==> src/rtl/uart_rx.sv <==
// UART receiver: 2-flop synchronized, oversampled deframer assembling NUM_WORDS packets into one valid/ready word.
// Optional stop-bit checking with a frame_err pulse is enabled by defining UART_RX_FRAME_CHECK_EN.
module uart_rx #(
  parameter int unsigned CLOCKS_PER_PULSE = 4,
  parameter int unsigned BITS_PER_WORD    = 8,
  parameter int unsigned PACKET_SIZE      = BITS_PER_WORD + 5,
  parameter int unsigned W_OUT            = 16
) (
  input  logic                                               clk,
  input  logic                                               rstn,
  input  logic                                               rx,
  output logic [W_OUT/BITS_PER_WORD-1:0][BITS_PER_WORD-1:0]  m_data,
  output logic                                               m_valid,
  input  logic                                               m_ready,
  output logic                                               overflow
`ifdef UART_RX_FRAME_CHECK_EN
  ,
  output logic                                               frame_err
`endif
);

  localparam int unsigned NUM_WORDS = W_OUT / BITS_PER_WORD;
  localparam int unsigned END_BITS  = PACKET_SIZE - BITS_PER_WORD - 1;
  localparam int unsigned CW        = $clog2(CLOCKS_PER_PULSE);
  localparam int unsigned BW        = $clog2(BITS_PER_WORD + 1);
  localparam int unsigned WW        = ($clog2(NUM_WORDS + 1) < 1) ? 1 : $clog2(NUM_WORDS + 1);

  typedef enum logic [1:0] {IDLE, START, DATA, END} state_t;

  state_t                                      state, state_n;
  logic                                        rx_q, rx_s;
  logic [CW-1:0]                               c_clocks, c_clocks_n;
  logic [BW-1:0]                               c_bits, c_bits_n;
  logic [WW-1:0]                               c_words, c_words_n;
  logic [BITS_PER_WORD-1:0]                    shreg, shreg_n;
  logic [NUM_WORDS-1:0][BITS_PER_WORD-1:0]     asm_buf, asm_n;
  logic [NUM_WORDS-1:0][BITS_PER_WORD-1:0]     m_data_n;
  logic                                        m_valid_n, overflow_n;
  logic                                        done, done_n;
`ifdef UART_RX_FRAME_CHECK_EN
  logic                                        bad, bad_n, frame_err_n;
`endif

  // Register stage: synchronizer, FSM state, counters, buffers and outputs
  always_ff @(posedge clk or negedge rstn) begin
    if (!rstn) begin
      rx_q      <= 1'b1;
      rx_s      <= 1'b1;
      state     <= IDLE;
      c_clocks  <= '0;
      c_bits    <= '0;
      c_words   <= '0;
      shreg     <= '0;
      asm_buf   <= '0;
      done      <= 1'b0;
      m_data    <= '0;
      m_valid   <= 1'b0;
      overflow  <= 1'b0;
`ifdef UART_RX_FRAME_CHECK_EN
      bad       <= 1'b0;
      frame_err <= 1'b0;
`endif
    end else begin
      rx_q      <= rx;
      rx_s      <= rx_q;
      state     <= state_n;
      c_clocks  <= c_clocks_n;
      c_bits    <= c_bits_n;
      c_words   <= c_words_n;
      shreg     <= shreg_n;
      asm_buf   <= asm_n;
      done      <= done_n;
      m_data    <= m_data_n;
      m_valid   <= m_valid_n;
      overflow  <= overflow_n;
`ifdef UART_RX_FRAME_CHECK_EN
      bad       <= bad_n;
      frame_err <= frame_err_n;
`endif
    end
  end

  // Next-state and next-output logic
  always_comb begin
    state_n    = state;
    c_clocks_n = c_clocks;
    c_bits_n   = c_bits;
    c_words_n  = c_words;
    shreg_n    = shreg;
    asm_n      = asm_buf;
    done_n     = 1'b0;
    m_data_n   = m_data;
    m_valid_n  = m_valid;
    overflow_n = 1'b0;
`ifdef UART_RX_FRAME_CHECK_EN
    bad_n       = bad;
    frame_err_n = 1'b0;
`endif

    if (m_valid && m_ready) m_valid_n = 1'b0;
    // A completed group loads only when the output slot is free or being consumed
    if (done) begin
      if (!m_valid || m_ready) begin
        m_data_n  = asm_buf;
        m_valid_n = 1'b1;
      end else begin
        overflow_n = 1'b1;
      end
    end

    case (state)
      IDLE: begin
        if (!rx_s) begin
          state_n    = START;
          c_clocks_n = '0;
        end
      end
      START: begin
        if (c_clocks == CW'(CLOCKS_PER_PULSE / 2 - 1)) begin
          if (rx_s) begin
            state_n = IDLE;
          end else begin
            state_n    = DATA;
            c_clocks_n = '0;
            c_bits_n   = '0;
          end
        end else begin
          c_clocks_n = c_clocks + CW'(1);
        end
      end
      DATA: begin
        if (c_clocks == CW'(CLOCKS_PER_PULSE - 1)) begin
          shreg_n    = {rx_s, shreg[BITS_PER_WORD-1:1]};
          c_clocks_n = '0;
          if (c_bits == BW'(BITS_PER_WORD - 1)) begin
            for (int i = 0; i < NUM_WORDS; i++) begin
              if (c_words == WW'(i)) asm_n[i] = shreg_n;
            end
            state_n  = END;
            c_bits_n = '0;
`ifdef UART_RX_FRAME_CHECK_EN
            bad_n = 1'b0;
`endif
          end else begin
            c_bits_n = c_bits + BW'(1);
          end
        end else begin
          c_clocks_n = c_clocks + CW'(1);
        end
      end
      END: begin
        if (c_clocks == CW'(CLOCKS_PER_PULSE - 1)) begin
          c_clocks_n = '0;
`ifdef UART_RX_FRAME_CHECK_EN
          bad_n = bad | ~rx_s;
`endif
          if (c_bits == BW'(END_BITS - 1)) begin
            state_n  = IDLE;
            c_bits_n = '0;
`ifdef UART_RX_FRAME_CHECK_EN
            if (bad || !rx_s) begin
              c_words_n   = '0;
              frame_err_n = 1'b1;
            end else
`endif
            if (c_words == WW'(NUM_WORDS - 1)) begin
              c_words_n = '0;
              done_n    = 1'b1;
            end else begin
              c_words_n = c_words + WW'(1);
            end
          end else begin
            c_bits_n = c_bits + BW'(1);
          end
        end else begin
          c_clocks_n = c_clocks + CW'(1);
        end
      end
      default: state_n = IDLE;
    endcase
  end

endmodule

==> config.mk <==
export PLATFORM = sky130hd
export DESIGN_NAME = uart_rx
export DESIGN_NICKNAME = d
export VERILOG_FILES = /design/src/rtl/uart_rx.sv
export SDC_FILE = /design/constraint.sdc
export NUM_CORES = 1
export LEC_CHECK = 0
export BUFFER_PORTS_ARGS = -buffer_cell sky130_fd_sc_hd__buf_2
export CAP_MARGIN = 20
export CORE_ASPECT_RATIO = 2
export CORE_UTILIZATION = 30
export CTS_BUF_LIST = sky130_fd_sc_hd__clkbuf_8
export DETAILED_ROUTE_END_ITERATION = 10
export PLACE_DENSITY = 0.43
export SETUP_SLACK_MARGIN = 0.5
export SLEW_MARGIN = 20
export SYNTH_ARGS = -nofsm -noshare
export SYNTH_HDL_FRONTEND = slang
export SYNTH_SLANG_ARGS = --single-unit
==> constraint.sdc <==
create_clock -name clk -period 4.8 [get_ports clk]
set_input_delay 0.48 -clock clk [delete_from_list [all_inputs] [get_ports clk]]
set_output_delay 0.48 -clock clk [all_outputs]
set_load 0.02 [all_outputs]
# Word level (Yosys, flattened, before mapping)
# Index checks and enable logic that the tools add are counted.
dict set report word_totals {
  ff_bits 55
  in_bits 4
  out_inout_bits 18
  wordCells 75
}
dict set report op_classes {
  n_addsub 3
  n_eq_ne 15
  mux 29
  reduce_logical 14
}
# cell n
set op_table {}
lappend op_table {{4-bit two-way mux} 6}
lappend op_table {{2-bit two-way mux} 11}
lappend op_table {{2-bit != test, second input constant} 7}
lappend op_table {{4-bit case mux with 3 select lines} 1}
lappend op_table {{1-bit two-way mux} 9}
lappend op_table {{2-bit case mux with 4 select lines} 1}
lappend op_table {{4-bit AND reduction} 2}
lappend op_table {{2-bit by 1-bit == test with 1-bit output, second input constant} 3}
lappend op_table {{2-bit == test, second input constant} 3}
lappend op_table {{2-bit case mux with 3 select lines} 1}
lappend op_table {{6-bit AND reduction} 1}
lappend op_table {{5-bit AND reduction} 1}
lappend op_table {{2-bit by 1-bit adder with 2-bit output, second input constant} 2}
lappend op_table {{4-bit by 1-bit adder with 4-bit output, second input constant} 1}
lappend op_table {{4-bit by 2-bit == test with 1-bit output, second input constant} 1}
lappend op_table {{4-bit by 3-bit == test with 1-bit output, second input constant} 1}
lappend op_table {{2-bit zero test} 2}
lappend op_table {{2-bit AND reduction} 2}
lappend op_table {{3-bit AND reduction} 1}
lappend op_table {{3-bit nonzero test} 1}
lappend op_table {{2-bit OR reduction} 1}
lappend op_table {{1-bit logical AND} 1}
lappend op_table {{1-bit zero test} 1}
lappend op_table {{1-bit logical OR} 1}

# Logic depth before layout (Yosys ltp)
# Gate-level depths: netlist of the first run.
dict set report logic_depth {
  word_depth 5
  ltp_mapped 5
  depth_no_buf 5
}

# Least setup slack after synthesis of the first run
# OpenSTA, ideal clock, no wires.
dict set report synth_path {
  path_kind {register -> register}
  startpoint {register c_clocks[0]}
  endpoint {register asm_buf[0] in the netlist's numbering}
  setup_ps 125
  t_arrival_ps 1792
  t_required_ps 4675
  slack_ps 2882
  stages_incl_launch_ff 6
  n_path_buf 1
  period_less_slack_ps 1918
  path_cell_list {dfrtp_1 ha_1 nand3b_4 or4_4 buf_6 mux2_4}
}
dict set report synth_between {
  elab_chain_len 2
}
# item line
set synth_lines {}
lappend synth_lines {{start, declared} 32} ;# logic [CW-1:0] c_clocks, c_clocks_n;
lappend synth_lines {{start signal, assigned} 67} ;# c_clocks <= c_clocks_n;
lappend synth_lines {{2-bit == test} 132} ;# if (c_clocks == CW'(CLOCKS_PER_PULSE - 1)) begin
lappend synth_lines {{4-bit AND reduction (no line)} --}
lappend synth_lines {{end signal, assigned} 71} ;# asm_buf <= asm_n;
lappend synth_lines {{end, declared} 36} ;# logic [NUM_WORDS-1:0][BITS_PER_WORD-1:0] asm_buf, asm_n;
# Every way passes these cells.
# A chain may end at the register's enable or synchronous reset.

# Worst setup path after layout of the first run
dict set report layout_path {
  startpoint {register c_clocks[0]}
  endpoint {register asm_buf[2] in the netlist's numbering}
}
# Same word-level chain as after synthesis.

==> metrics list, run 1 <==
- Insertion delay of the later-clocked pin in the worst-skew pair: 0.31 ns
* CTS Buffer Depth: 2
- Nature of the critical path startpoint: flip-flop
- For this design, the slowest cell found on the critical path is sky130_fd_sc_hd__or4_4.
- Mapped cell area: 2270 µm²
- Clock tree root buffer cell: sky130_fd_sc_hd__clkbuf_8
- Via count of the routed design: 1284
* Total power divided by cell area: 424 nW/µm²
- On the final layout, the worst clock skew is 0.0101 ns.
* Post-synthesis area per instance: 14.5 µm²
- Total I/O pin count: 22
- Gate Count Post-Synth: 156
- Measured along the y axis, the die boundary spans roughly 120 µm.
* Placement-stage worst setup slack: 2.65 ns
- Remaining design rule violation count: 0
- The via count of the first global-routing pass is 1385.
* Layout cells sized above 1: approximately two fifths
- For this run, the slowest stage of the critical path takes 0.65 ns.
- The die is 63.5 µm wide.
- Wire length of the first global-routing pass: 6910 µm
- Number of slew-limit violations in the final report: 0
- Flop pwr share: 54.0%
- Across the VDD grid, the largest voltage drop is 191 µV.
* Period minus WS final: 2.12 ns
* Synthesis-to-layout area growth: 13.5%
- Yosys printed 0 warnings.
- Setup repair after global routing left no endpoint under its margin.
- Max H-tree Level: 2
* Cell breakdown of the critical path: ha_1 > nand3b_4 > or4_4 > mux2_4
- Filler cell count in the final layout: 749
* Most frequent cells in the layout: sky130_fd_sc_hd__dfrtp_1, sky130_fd_sc_hd__mux2_2, sky130_fd_sc_hd__buf_2
* Violation count after the first detailed-routing iteration: 39
- In this run, post-CTS hold repair placed 0 buffers.
- Fraction of power consumed by the clock network: a little over a quarter
* Number of rows created at floorplan: 44
- At the pin with the least slew margin, the transition time is 0.803 ns.
- Total negative setup slack: 0 ns
- Setup-violating endpoint count in the final report: 0
- Total Routing Usage GR: 11.5%
- Derived from the worst setup path, the maximum achievable clock frequency is 472 MHz.
- Cell area after layout: 2570 µm²
- The repair_antennas step left the layout with diodes totalling 0.
- Core footprint: ~7300 µm²
- Critical path data arrival time: 2.31 ns
- Clock tree from TritonCTS: done
* Via density: 4.72
- CTS resizes: 0
- The number of nets handed over by synthesis was 164.
- Post-CTS timing repair inserted 0 buffers for setup.
* Total congestion overflow: 0
* Hpwl dp: 2810 µm
- Once the floorplan was initialized, standard cells occupied roughly 31% of the core.
- In the final layout, the multi-input gates occupy between 800 and 900 µm².
- Worst hold path type: in -> reg
- Total of buffers placed on input and output ports: 21
- The number of hold violations in the final report was 0.
* Final critical-path share of the clock period: 44.2%
- Switching power of the nets: 0.000320 W
* Most common cell after layout, fill and taps aside: sky130_fd_sc_hd__dfrtp_1
- Antenna violations before repair: 0
* Post-synthesis sequential element count: 54
* Clock slew seen by the registers of the worst setup and hold paths: 0.10 ns
- Number of max-cap violations: 0
- Entering global routing, the biggest net connects between 50 and 60 pins.
- Hold slack final: 0.253 ns
* Total wire length: between 3000 and 4000 µm
* Total power of the final layout: around 0.0011 W
- Unique masters post-synth: 38
- STA puts the critical path data required time at 4.99 ns.
- Per report_power, the combinational group accounts for 18.6% of the total.
- For this design the static power due to leakage is 1.31 nW.
- Clock buffers created by TritonCTS: 5
- Maximum fanout encountered on the critical timing path: 10
* Worst setup EP type: flip-flop
- Internal power comes to roughly 0.00077 W.
* Number of clock sinks seen by CTS: 54
- The flow ran to the end, and the final reports show no timing, DRC or antenna violations.
- After detailed placement, the total cell area comes to approximately 2500 µm².
- Dividing the detail-routed wire length by the instance count gives 14.7 µm.
- Of the total power, the share spent switching nets is 29.3%.
* Storage cell area: 1350 µm²
- Gp weighted congestion: just under 0.8
- First drt pass iteration count: 4
- Layout net count: between 150 and 200
- Post-DRT Antenna Nets: 0
- In the post-route analysis, the smallest setup slack over all paths is between 2 and 3 ns.
- The worst pin sits at a relative slew slack of 45.7%.
* Crit Path Class: reg -> reg
* Share of synthesized area occupied by flip-flops and latches: 59.7%
- The floorplan step defined a die boundary enclosing roughly 7900 µm².
## routing by layer
metal	GRT usage [%]	up-vias	part of all wire [%]
li1	-	593	-
met1	12.0	667	38
met2	20.1	16	57
met3	3.02	8	2.6
met4	6.68	0	2.7
met5	0	-	0
## path summary, 6_finish.rpt
check	startpoint	end	slack [ns]	cells after the start
max	c_clocks[0]	asm_buf[2]	2.68	4
min	rx	rx_q	0.25	1
max reg2reg	c_clocks[0]	asm_buf[2]	2.68	4
min reg2reg	rx_q	rx_s	0.36	0
max in group asynchronous	rstn	asm_buf[15]	4.07	2
min in group asynchronous	rstn	m_data[2]	0.29	2
## worst max-delay path: cells and delay by family (launching register included)
kind                       cells  cell delay (ns)
adders and majority gates      1             0.37
DFF                            1             0.43
muxes                          1             0.34
and+or+nand+nor                2             0.86
## state kept, by name, indices dropped and copies added (netlist names), named ones only
name / count
asm_buf: 16
m_data: 16
shreg: 7
c_bits: 4
c_clocks: 2
c_words: 2
done: 1
m_valid: 1
overflow: 1
rx_q: 1
rx_s: 1
state: 1
## power groups by stage
stage | combinational (W) | sequential [W] | clock [W]
after floorplan | 0.000186 | 0.000557 | 0
after global placement | 0.000196 | 0.000598 | 0
after detailed placement | 0.000206 | 0.000599 | 0
after CTS | 0.000206 | 0.000591 | 0.000318
after global routing | 0.000227 | 0.000602 | 0.000336
final | 0.000203 | 0.000589 | 0.000299
## stage by stage
stage	std cells	utilization, %
finish	272	35.4
global placement	264	33.9
CTS	272	35.4
global route	272	35.4
floorplan	156	-
detailed placement	264	33.9
## cell type report
class                   instances  area share (%)
clock buffers                   5            2.68
well taps                      92            4.47
repair buffers                 22            4.38
flip-flops and latches         54            52.6
inverters                       5           0.730
clock inverters                 3            1.61
multi-input cells              91            33.5
## logic make-up after synthesis
group                      count (synthesis)  share of synthesized area [%]
adders and majority gates                  4                           2.21
DFF                                       54                           59.7
buffers and inverters                     11                           2.21
and+or+nand+nor                           28                           8.61
muxes                                     41                           21.5
xor gates and xnor gates                   2                          0.773
AOI/OAI and AO/OA                         16                           4.91
## synth_stat cells
| master | n | area [µm²] |
|---|---|---|
| sky130_fd_sc_hd__nand3_1 | 3 | 15.0 |
| sky130_fd_sc_hd__dfstp_2 | 2 | 52.6 |
| sky130_fd_sc_hd__nor2_1 | 3 | 11.3 |
| sky130_fd_sc_hd__dfrtp_1 | 52 | 1300 |
| sky130_fd_sc_hd__mux2i_1 | 3 | 30.0 |
| sky130_fd_sc_hd__ha_1 | 4 | 50.1 |
| sky130_fd_sc_hd__o2111ai_1 | 1 | 8.76 |
| sky130_fd_sc_hd__buf_6 | 1 | 11.3 |
| sky130_fd_sc_hd__mux2_4 | 8 | 120 |
| sky130_fd_sc_hd__buf_1 | 1 | 3.75 |
| sky130_fd_sc_hd__a21oi_1 | 2 | 10.0 |
| sky130_fd_sc_hd__a2111oi_0 | 1 | 8.76 |
| sky130_fd_sc_hd__nand4bb_1 | 1 | 11.3 |
| sky130_fd_sc_hd__a31oi_1 | 1 | 6.26 |
| sky130_fd_sc_hd__clkbuf_1 | 3 | 11.3 |
| sky130_fd_sc_hd__and3b_1 | 1 | 8.76 |
| sky130_fd_sc_hd__xor2_1 | 1 | 8.76 |
| sky130_fd_sc_hd__nand3b_1 | 2 | 15.0 |
| sky130_fd_sc_hd__o21a_1 | 1 | 7.51 |
| sky130_fd_sc_hd__nand3b_4 | 1 | 20.0 |
| sky130_fd_sc_hd__nor2b_1 | 2 | 12.5 |
| sky130_fd_sc_hd__buf_2 | 1 | 5.00 |
| sky130_fd_sc_hd__a21boi_0 | 2 | 15.0 |
| sky130_fd_sc_hd__a311o_1 | 1 | 10.0 |
| sky130_fd_sc_hd__or4_4 | 1 | 11.3 |
| sky130_fd_sc_hd__nand2b_1 | 3 | 18.8 |
| sky130_fd_sc_hd__o211ai_1 | 1 | 7.51 |
| sky130_fd_sc_hd__mux2_2 | 30 | 338 |
| sky130_fd_sc_hd__o21ai_0 | 4 | 20.0 |
| sky130_fd_sc_hd__a32oi_1 | 1 | 8.76 |
| sky130_fd_sc_hd__xnor2_1 | 1 | 8.76 |
| sky130_fd_sc_hd__nand2_1 | 7 | 26.3 |
| sky130_fd_sc_hd__and3_1 | 1 | 6.26 |
| sky130_fd_sc_hd__a221oi_1 | 1 | 8.76 |
| sky130_fd_sc_hd__nor4b_1 | 1 | 8.76 |
| sky130_fd_sc_hd__inv_1 | 5 | 18.8 |
| sky130_fd_sc_hd__nor4b_4 | 1 | 23.8 |
| sky130_fd_sc_hd__or2_2 | 1 | 6.26 |
(Power assumes the default switching activity.)
==> run 2: changes to the inputs <==
--- a/config.mk
+++ b/config.mk
@@ -11,7 +11,7 @@
 export CORE_UTILIZATION = 30
 export CTS_BUF_LIST = sky130_fd_sc_hd__clkbuf_8
 export DETAILED_ROUTE_END_ITERATION = 10
-export PLACE_DENSITY = 0.43
+export PLACE_DENSITY = 0.45
 export SETUP_SLACK_MARGIN = 0.5
 export SLEW_MARGIN = 20
 export SYNTH_ARGS = -nofsm -noshare
==> constraint.sdc (replaced) <==
create_clock -name clk -period 1.95 [get_ports clk]
set_input_delay 0.195 -clock clk [delete_from_list [all_inputs] [get_ports clk]]
set_output_delay 0.195 -clock clk [all_outputs]
set_load 0.02 [all_outputs]
==> run 2 against run 1 <==
- clock power grew 100%
- maximum frequency grew 22%
- worst setup slack lost 2.5 ns
- via count grew 11%
==> metrics list, run 2 (same netlist as run 1, synthesis figures left out) <==
* Status: finished clean
* Post-DRT Antenna Nets: 0 (unchanged)
* Wire length of the first global-routing pass: 7990 µm (+16%)
- CTS Buffer Depth: 2 (unchanged)
- The slew at the pin closest to its max-slew limit came to 0.568 ns (-0.235 ns).
- The critical path is of the reg -> reg type.
- The clock-pin slew reported for the worst setup and hold paths after clock tree synthesis was 0.09 ns (about the same).
- The final worst hold slack is 0.152 ns (-0.101 ns).
- The required time at the worst-slack endpoint was 2.14 ns (-2.85 ns).
- The power spent charging and discharging nets came to 0.000989 W (+210%).
* Setup skew after layout: 0.00796 ns (-0.00216 ns)
- Wire length per cell after detailed routing: 15.5 µm (+5.5%)
- First drt pass iteration count: 4 (unchanged)
- The path with the worst hold slack has its endpoint at overflow.
* Worst ir drop on vdd: 541 µV (+180%)
* Fraction of power consumed by the clock network: 19.3% (-8.1 points)
- Proportion of power drawn by combinational gates: 35.1% (+17 points)
* Violation count after the first detailed-routing iteration: 31 (-21%)
- The number of hold violations in the final report came to 0 (unchanged).
- The number of setup violations in the final report was 0 (unchanged).
* Maximum fanout encountered on the critical timing path: 8 (-2)
- The count of buffers from port buffering was 21 (unchanged).
- The initial standard-cell utilization of the core came to 31.2% (unchanged).
* Number of clock sinks seen by CTS: 54 (unchanged)
* Layout net count: 216 (+16%)
- Max Freq: 576 MHz (+22%)
- Hold Path Stages: 3 (+2)
- Worst hold path type: in -> reg
- Clock buffers created by TritonCTS: 5 (unchanged)
* Total I/O pin count: 22 (unchanged)
- The total wire length after detailed routing was 4660 µm (+17%).
- The power density over cell area is 1050 nW/µm² (+150%).
- Max H-tree Level: 2 (unchanged)
- The standard-cell row count was 44 (unchanged).
- The antenna diode instance count was 0 (unchanged).
- Internal power summed over all cells: 0.00212 W (+180%)
- Cell breakdown of the critical path: ha_4 > nand3b_1 > or4_4 > mux2_4
- The residual DRC count was 0 (unchanged).
- The flop-to-flop setup slack came to 0.21 ns (-2.47 ns).
- Flop pwr share: 45.6% (-8.4 points)
* Nature of the critical path startpoint: flip-flop
- Most common cell after layout, fill and taps aside: sky130_fd_sc_hd__dfrtp_1
- Die Y-Extent: 125 µm (unchanged)
- Launch instance of the worst min-delay path: m_ready
* Synthesis-to-layout area growth: 30.3%
* Maximum single-stage delay on the critical path: 0.56 ns (-0.09 ns)
- Core footprint: 7270 µm² (unchanged)
- Via density: 4.72 (about the same)
- Switching power share of the total: 31.8% (+2.5 points)
- The design area was 2950 µm² (+15%).
- Insertion delay of the later-clocked pin in the worst-skew pair: 0.31 ns (about the same)
- The total leakage power was 1.48 nW (+13%).
- The tree is rooted in a sky130_fd_sc_hd__clkbuf_8.
- The cell area reported after detailed placement was 2540 µm² (+3.4%).
- Most frequent cells in the layout: sky130_fd_sc_hd__dfrtp_1, sky130_fd_sc_hd__mux2_2, sky130_fd_sc_hd__buf_4
- Worst slew margin relative to its limit: 62.1% (+16 points)
* Number of slew-limit violations in the final report: 0 (unchanged)
- Total congestion overflow: 0 (unchanged)
- The slowest stage of the critical path belongs to the cell sky130_fd_sc_hd__or4_4.
- Critical path data arrival time: 1.93 ns (-0.38 ns)
- Critical R2R Launch: c_bits[0]
- Via count of the routed design: 1421 (+11%)
- Worst setup EP type: flip-flop
* Largest net degree at the start of global routing: 27 (-51%)
* Reg2Reg Depth: 4 (unchanged)
* Die width: 63.5 µm (unchanged)
- Setup repair after global routing could not meet its margin everywhere.
- Hpwl dp: 3170 µm (+12%)
* Leading registers by flop count: asm_buf x16, m_data x16, shreg x7
- The initial antenna violation count is 0 (unchanged).
- The number of maximum-capacitance violations came to 0 (unchanged).
* Total Routing Usage GR: 13.1% (+1.6 points)
- The ratio of cells with drive above 1 in the final layout is 55.5% (+15 points).
- In this run the critical register-to-register path is captured at asm_buf[0].
- TritonCTS built the clock tree.
- Final critical-path share of the clock period: 89.1% (+45 points)
* Gp weighted congestion: 0.712 (-10%)
* Area of the die: 7930 µm² (unchanged)
- The minimum clock period is 1.74 ns (-0.383 ns).
- Total negative setup slack: 0 ns (unchanged)
- Vias in the first global route: 1535 (+11%)
## run 2: changes by cell type in the layout (fill, tap and decap cells not counted), moves of 2 or more
cell                            before  now
sky130_fd_sc_hd__buf_6               0    5
sky130_fd_sc_hd__dlygate4sd3_1       0    2
sky130_fd_sc_hd__dfrtp_1            52   50
sky130_fd_sc_hd__buf_4               1   23
sky130_fd_sc_hd__mux2_2             30   23
sky130_fd_sc_hd__mux2_4              8   15
sky130_fd_sc_hd__dfrtp_2             0    2
sky130_fd_sc_hd__ha_1                4    0
sky130_fd_sc_hd__ha_4                0    3
sky130_fd_sc_hd__clkinv_2            0    2
## run 2: cell type report
cell class,instances,area (µm²)
fillers,712,4320
clock buffers,5,68.8
well taps,92,115
multi-input cells,91,1020
inverters,5,18.8
clock inverters,3,13.8
flip-flops and latches,54,1360
repair buffers,51,354
## run 2: how the worst max path moves through the flow
stage | slack, ns | endpoint | startpoint
floorplan | 0.18 | asm_buf[0] | c_bits[0]
global placement | 0.13 | asm_buf[14] | c_clocks[0]
detailed placement | 0.09 | asm_buf[0] | c_bits[0]
CTS | 0.21 | asm_buf[0] | c_clocks[0]
global route | 0.18 | asm_buf[0] | c_bits[0]
finish | 0.21 | asm_buf[0] | c_bits[0]
## run 2: what timing repair did
action,CTS,global route
hold endpoints to repair,23,0
setup buffers,12,7
hold buffers,2,0
pin swaps,6,4
setup endpoints to repair,21,23
gates resized for setup,21,12
## run 2: per-stage QoR
stage | total power, W | util (%) | setup slack [ns] | std cells
2_1_floorplan | 0.00185 | - | 0.185 | 156
3_3_place_gp | 0.00201 | 35.0 | 0.126 | 272
3_5_place_dp | 0.00206 | 35.0 | 0.0905 | 272
4_1_cts | 0.00293 | 39.2 | 0.215 | 294
5_1_grt | 0.00330 | 40.6 | 0.176 | 301
6_report | 0.00311 | 40.6 | 0.213 | 301
## run 2: metal layers
metal  share of wire (%)  wire [µm]  up-vias  track usage, %
met5                   0          0        -               0
met4                 3.0        142        0            6.55
met3                 2.4        110       12            2.56
met2                  58       2720       25            24.3
met1                  36       1690      721            13.5
li1                    -          -      663               -
## run 2: power groups by stage
stage / Sequential [W] / Clock, W / Combinational, W
after floorplan: 0.00138 / 0 / 0.000472
after global placement: 0.00143 / 0 / 0.000581
after detailed placement: 0.00144 / 0 / 0.000615
after CTS: 0.00141 / 0.000629 / 0.000891
after global routing: 0.00144 / 0.000669 / 0.00119
final: 0.00142 / 0.000600 / 0.00109
## run 2: worst max-delay path, delay by kind of cell (launching register included)
| family | cells | cell delay, ns |
|---|---|---|
| DFF | 1 | 0.43 |
| adders and majority gates | 1 | 0.16 |
| muxes | 1 | 0.34 |
| and+or+nand+nor | 2 | 0.69 |
==> run 3: changes to the inputs <==
--- a/config.mk
+++ b/config.mk
@@ -5,6 +5,7 @@
 export SDC_FILE = /design/constraint.sdc
 export NUM_CORES = 1
 export LEC_CHECK = 0
+export ABC_AREA = 1
 export BUFFER_PORTS_ARGS = -buffer_cell sky130_fd_sc_hd__buf_2
 export CAP_MARGIN = 20
 export CORE_ASPECT_RATIO = 2
@@ -12,6 +13,7 @@
 export CTS_BUF_LIST = sky130_fd_sc_hd__clkbuf_8
 export DETAILED_ROUTE_END_ITERATION = 10
 export PLACE_DENSITY = 0.45
+export REMOVE_ABC_BUFFERS = 1
 export SETUP_SLACK_MARGIN = 0.5
 export SLEW_MARGIN = 20
 export SYNTH_ARGS = -nofsm -noshare
==> run 3 against run 2 <==
- critical path depth increased by 3
- worst setup slack better by 0.33 ns
- cell area fell by 3.4%
- first-iteration DRC count up 74%
- sequential share of layout area grew 1.6 points
- worst hold slack better by 0.0085 ns
- area after synthesis up 2.1%
- routed wire length is 7.7% lower
- die area rose by 2.0%
- non-clock buffer count down 20
- clock-buffer cell count grew 1
- largest cell class unchanged
==> metrics list, run 3 <==
- The library cell used most frequently in the layout, excluding fill and tap cells, is sky130_fd_sc_hd__dfrtp_1.
* Worst slew margin relative to its limit: 58.3% (-3.8 points)
- EDFF count, synth: 0 (unchanged)
* Gp weighted congestion: 0.797 (+12%)
- Slew at the pin closest to its max-slew limit: 0.625 ns (+0.0568 ns)
- Insertion delay of the later-clocked pin in the worst-skew pair: 0.31 ns (about the same)
- Leading registers by flop count: asm_buf x16, m_data x16, shreg x7
* Largest cells by area after synthesis: sky130_fd_sc_hd__dfrtp_1, sky130_fd_sc_hd__mux2_2, sky130_fd_sc_hd__nand2_1
- Cell taking the most area after synthesis: sky130_fd_sc_hd__dfrtp_1
- The cell area reported after detailed placement was 2520 µm² (-1.1%).
* Number of max-cap violations: 0 (unchanged)
- The number of buffer and inverter instances along the worst setup path was 1 (+1).
* Setup skew after layout: 0.00714 ns (-0.000823 ns)
- Layout net count: 249 (+15%)
- The cell sitting at the root of the clock tree is a sky130_fd_sc_hd__clkbuf_8.
- By instance count, the leading cell after synthesis is sky130_fd_sc_hd__dfrtp_1.
* Total of buffers placed on input and output ports: 21 (unchanged)
- Post-synthesis area per instance: 11.1 µm² (-23%)
* Via count of the routed design: 1496 (+5.3%)
- The design area came to 2850 µm² (-3.4%).
* Kind of cell with the highest combined delay on the critical path: simple AND/OR/NAND/NOR gates
- The endpoint identified for the worst register-to-register timing path is asm_buf[7].
- The synthesized flop and latch total is 54 (unchanged).
- The global route total overflow is 0 (unchanged).
- Synthesis-to-layout area growth: 23.2%
- FF-to-FF setup slack: 0.54 ns (+0.33 ns)
- The setup TNS after final layout is 0 ns (unchanged).
* Switching power share of the total: 28.4% (-3.4 points)
- The critical-path maximum fanout came to 8 (unchanged).
- Max H-tree Level: 2 (unchanged)
- Vias in the first global route: 1547 (+0.78%)
- The distinct cell type count after synthesis came to 25 (-34%).
* Area of the die: 8090 µm² (+2.0%)
- The power density over cell area came to 928 nW/µm² (-12%).
* Core footprint: 7540 µm² (+3.8%)
* CP max-delay cell: sky130_fd_sc_hd__dfrtp_1
- The number of hold violations in the final report came to 0 (unchanged).
* Switching power of the nets: 0.000750 W (-24%)
* Layout cells sized above 1: 39.3% (-16 points)
* Endpoint, Worst Hold: overflow
* Warning count from the yosys run: 0 (unchanged)
* Worst ir drop on vdd: 349 µV (-35%)
* Gate Count Post-Synth: 208 (+33%)
* Remaining design rule violation count: 0 (unchanged)
* Main flop type after synthesis: sky130_fd_sc_hd__dfrtp_1
* Number of rows created at floorplan: 45 (+2.3%)
- The final clock period utilization by the worst path was 72.3% (-17 points).
* N_diodes: 0 (unchanged)
- In the layout the commonest cells are sky130_fd_sc_hd__dfrtp_1, sky130_fd_sc_hd__nand2_1, sky130_fd_sc_hd__inv_1, sky130_fd_sc_hd__buf_2.
- The wire length per cell was 12.8 µm (-17%).
* Total wire length: 4300 µm (-7.7%)
- CTS Buffer Depth: 2 (unchanged)
* Number of clock sinks seen by CTS: 54 (unchanged)
- The worst setup path is of the reg -> reg kind.
- The worst hold path begins at m_ready.
- Period minus WS final: 1.41 ns (-0.328 ns)
- Critical path data arrival time: 1.61 ns (-0.32 ns)
- Number of slew-limit violations in the final report: 0 (unchanged)
* Origin of the worst setup path: c_bits[1]
- The detail-routed via count per cell is 4.45 (-5.7%).
* Clock slew seen by the registers of the worst setup and hold paths: 0.10 ns (about the same)
- Mapped cell area: 2310 µm² (+2.1%)
- Maximum single-stage delay on the critical path: 0.43 ns (-0.13 ns)
* Critical R2R Launch: c_bits[1]
- Lkg Pwr: 1.39 nW (-6.0%)
* CP required: 2.15 ns (about the same)
* Worst hold path type: in -> reg
- The share of the yosys chip area belonging to registers came to 58.5% (-1.2 points).
- The depth of the worst register-to-register path is 7 (+3).
- Total I/O pin count: 22 (unchanged)
- The number of nets still failing antenna checks after routing came to 0 (unchanged).
* Unrepaired setup endpoints after global routing: true
* Hpwl dp: 3030 µm (-4.4%)
* Starting utilization of the core area: 30.7% (-0.52 points)
* Proportion of power drawn by combinational gates: 17.2% (-18 points)
- Die width: 64.1 µm (+1.0%)
* Hold Path Stages: 4 (+1)
* Total Routing Usage GR: 11.8% (-1.4 points)
- The internal power component came to 0.00189 W (-11%).
- Violation count after the first detailed-routing iteration: 54 (+74%)
* Status: finished clean
* Nature of the critical path startpoint: flip-flop
- The first-pass GRT wire length is 7200 µm (-9.8%).
- The largest net degree at the start of global routing is 30 (+11%).
* Fraction of power consumed by the clock network: 34.9% (+16 points)
- Die Y-Extent: 126 µm (+1.0%)
* Setup-violating endpoint count in the final report: 0 (unchanged)
- Clock tree from TritonCTS: done
- Max Freq: 710 MHz (+23%)
* Post-synth ARST share: 100% (unchanged)
- Antenna violations before repair: 0 (unchanged)
* Worst setup EP type: flip-flop
* List of most frequent post-synthesis cells: sky130_fd_sc_hd__dfrtp_1, sky130_fd_sc_hd__nand2_1, sky130_fd_sc_hd__inv_1
* First drt pass iteration count: 4 (unchanged)
- The area share of the largest cell type after synthesis came to 56.2% (-1.2 points).
- The total CTS buffers was 5 (unchanged).
- Cell breakdown of the critical path: ha_4 > nand3_4 > nor2_4 > nand4_4 > buf_12 > nand2_4 > o21ai_2
* Flop pwr share: 47.9% (+2.3 points)
## run 3: cell types whose count changed after synthesis, moves of 3 or more
cell / before / now
sky130_fd_sc_hd__nand2_2: 0 / 5
sky130_fd_sc_hd__o21ai_0: 4 / 8
sky130_fd_sc_hd__mux2_2: 30 / 16
sky130_fd_sc_hd__o21ai_2: 0 / 16
sky130_fd_sc_hd__nand3_1: 3 / 8
sky130_fd_sc_hd__clkbuf_1: 3 / 0
sky130_fd_sc_hd__nor2_1: 3 / 7
sky130_fd_sc_hd__nand2b_1: 3 / 0
sky130_fd_sc_hd__mux2_4: 8 / 0
sky130_fd_sc_hd__mux2i_1: 3 / 0
sky130_fd_sc_hd__inv_1: 5 / 22
sky130_fd_sc_hd__nand2_1: 7 / 48
## run 3: worst reg2reg max path: stages (launching register included)
cell	delay, ns
sky130_fd_sc_hd__dfrtp_1	0.43
sky130_fd_sc_hd__ha_4	0.19
sky130_fd_sc_hd__nand3_4	0.09
sky130_fd_sc_hd__nor2_4	0.17
sky130_fd_sc_hd__nand4_4	0.13
sky130_fd_sc_hd__buf_12	0.19
sky130_fd_sc_hd__nand2_4	0.06
sky130_fd_sc_hd__o21ai_2	0.04
## run 3: per-stage QoR
stage	instances	hold WS, ns	utilization [%]	setup slack [ns]	total power [W]
global route	336	0.193	37.8	0.440	0.00280
global placement	319	0.251	33.3	0.405	0.00169
CTS	332	0.142	36.0	0.498	0.00264
detailed placement	319	0.252	33.3	0.387	0.00170
finish	336	0.161	37.8	0.541	0.00264
floorplan	203	-0.101	-	0.555	0.00157
## run 3: logic make-up after synthesis
kind of cell	share of synthesized area, %
AND/OR/NAND/NOR	16.3
flip-flops	58.5
buffers and inverters	5.46
AO/OA/AOI/OAI	8.60
multiplexers	7.79
adder cells (fa/ha/maj)	2.16
XOR/XNOR	1.14
## run 3: metal layers
metal	global-route usage [%]	vias to the layer above	part of all wire (%)
met3	2.45	5	2.1
met2	22.2	16	59
met4	6.27	0	2.4
met5	0	-	0
li1	-	729	-
met1	11.6	746	36
## run 3: worst max-delay path by stage
stage,cells after the start,end,slack (ns)
global placement,7,c_bits[0],0.40
CTS,7,asm_buf[12],0.50
detailed placement,6,asm_buf[2],0.39
floorplan,6,asm_buf[0],0.56
finish,7,asm_buf[7],0.54
global route,6,asm_buf[7],0.44
## run 3: cell type report
type                    count  area, µm²
inverters                  23       86.3
clock buffers               6       82.6
fillers                   791       4690
clock inverters             2       60.1
well taps                  94        118
flip-flops and latches     54       1360
multi-input cells         126        913
repair buffers             31        235
## run 3: power by group through the flow
stage                     clock [W]  sequential [W]  combinational, W
after floorplan                   0         0.00128          0.000291
after global placement            0         0.00130          0.000390
after detailed placement          0         0.00130          0.000395
after CTS                  0.000957         0.00128          0.000400
after global routing        0.00100         0.00128          0.000521
final                      0.000923         0.00127          0.000455
## run 3: timing repair
action / 4_1_cts / 5_1_grt
gates cloned: 0 / 1
resized for setup: 1 / 23
buffers inserted: 3 / 3
endpoints found under the setup margin: 20 / 29
pin swaps: 0 / 3
hold endpoints to repair: 24 / 0
hold buffers: 2 / 0
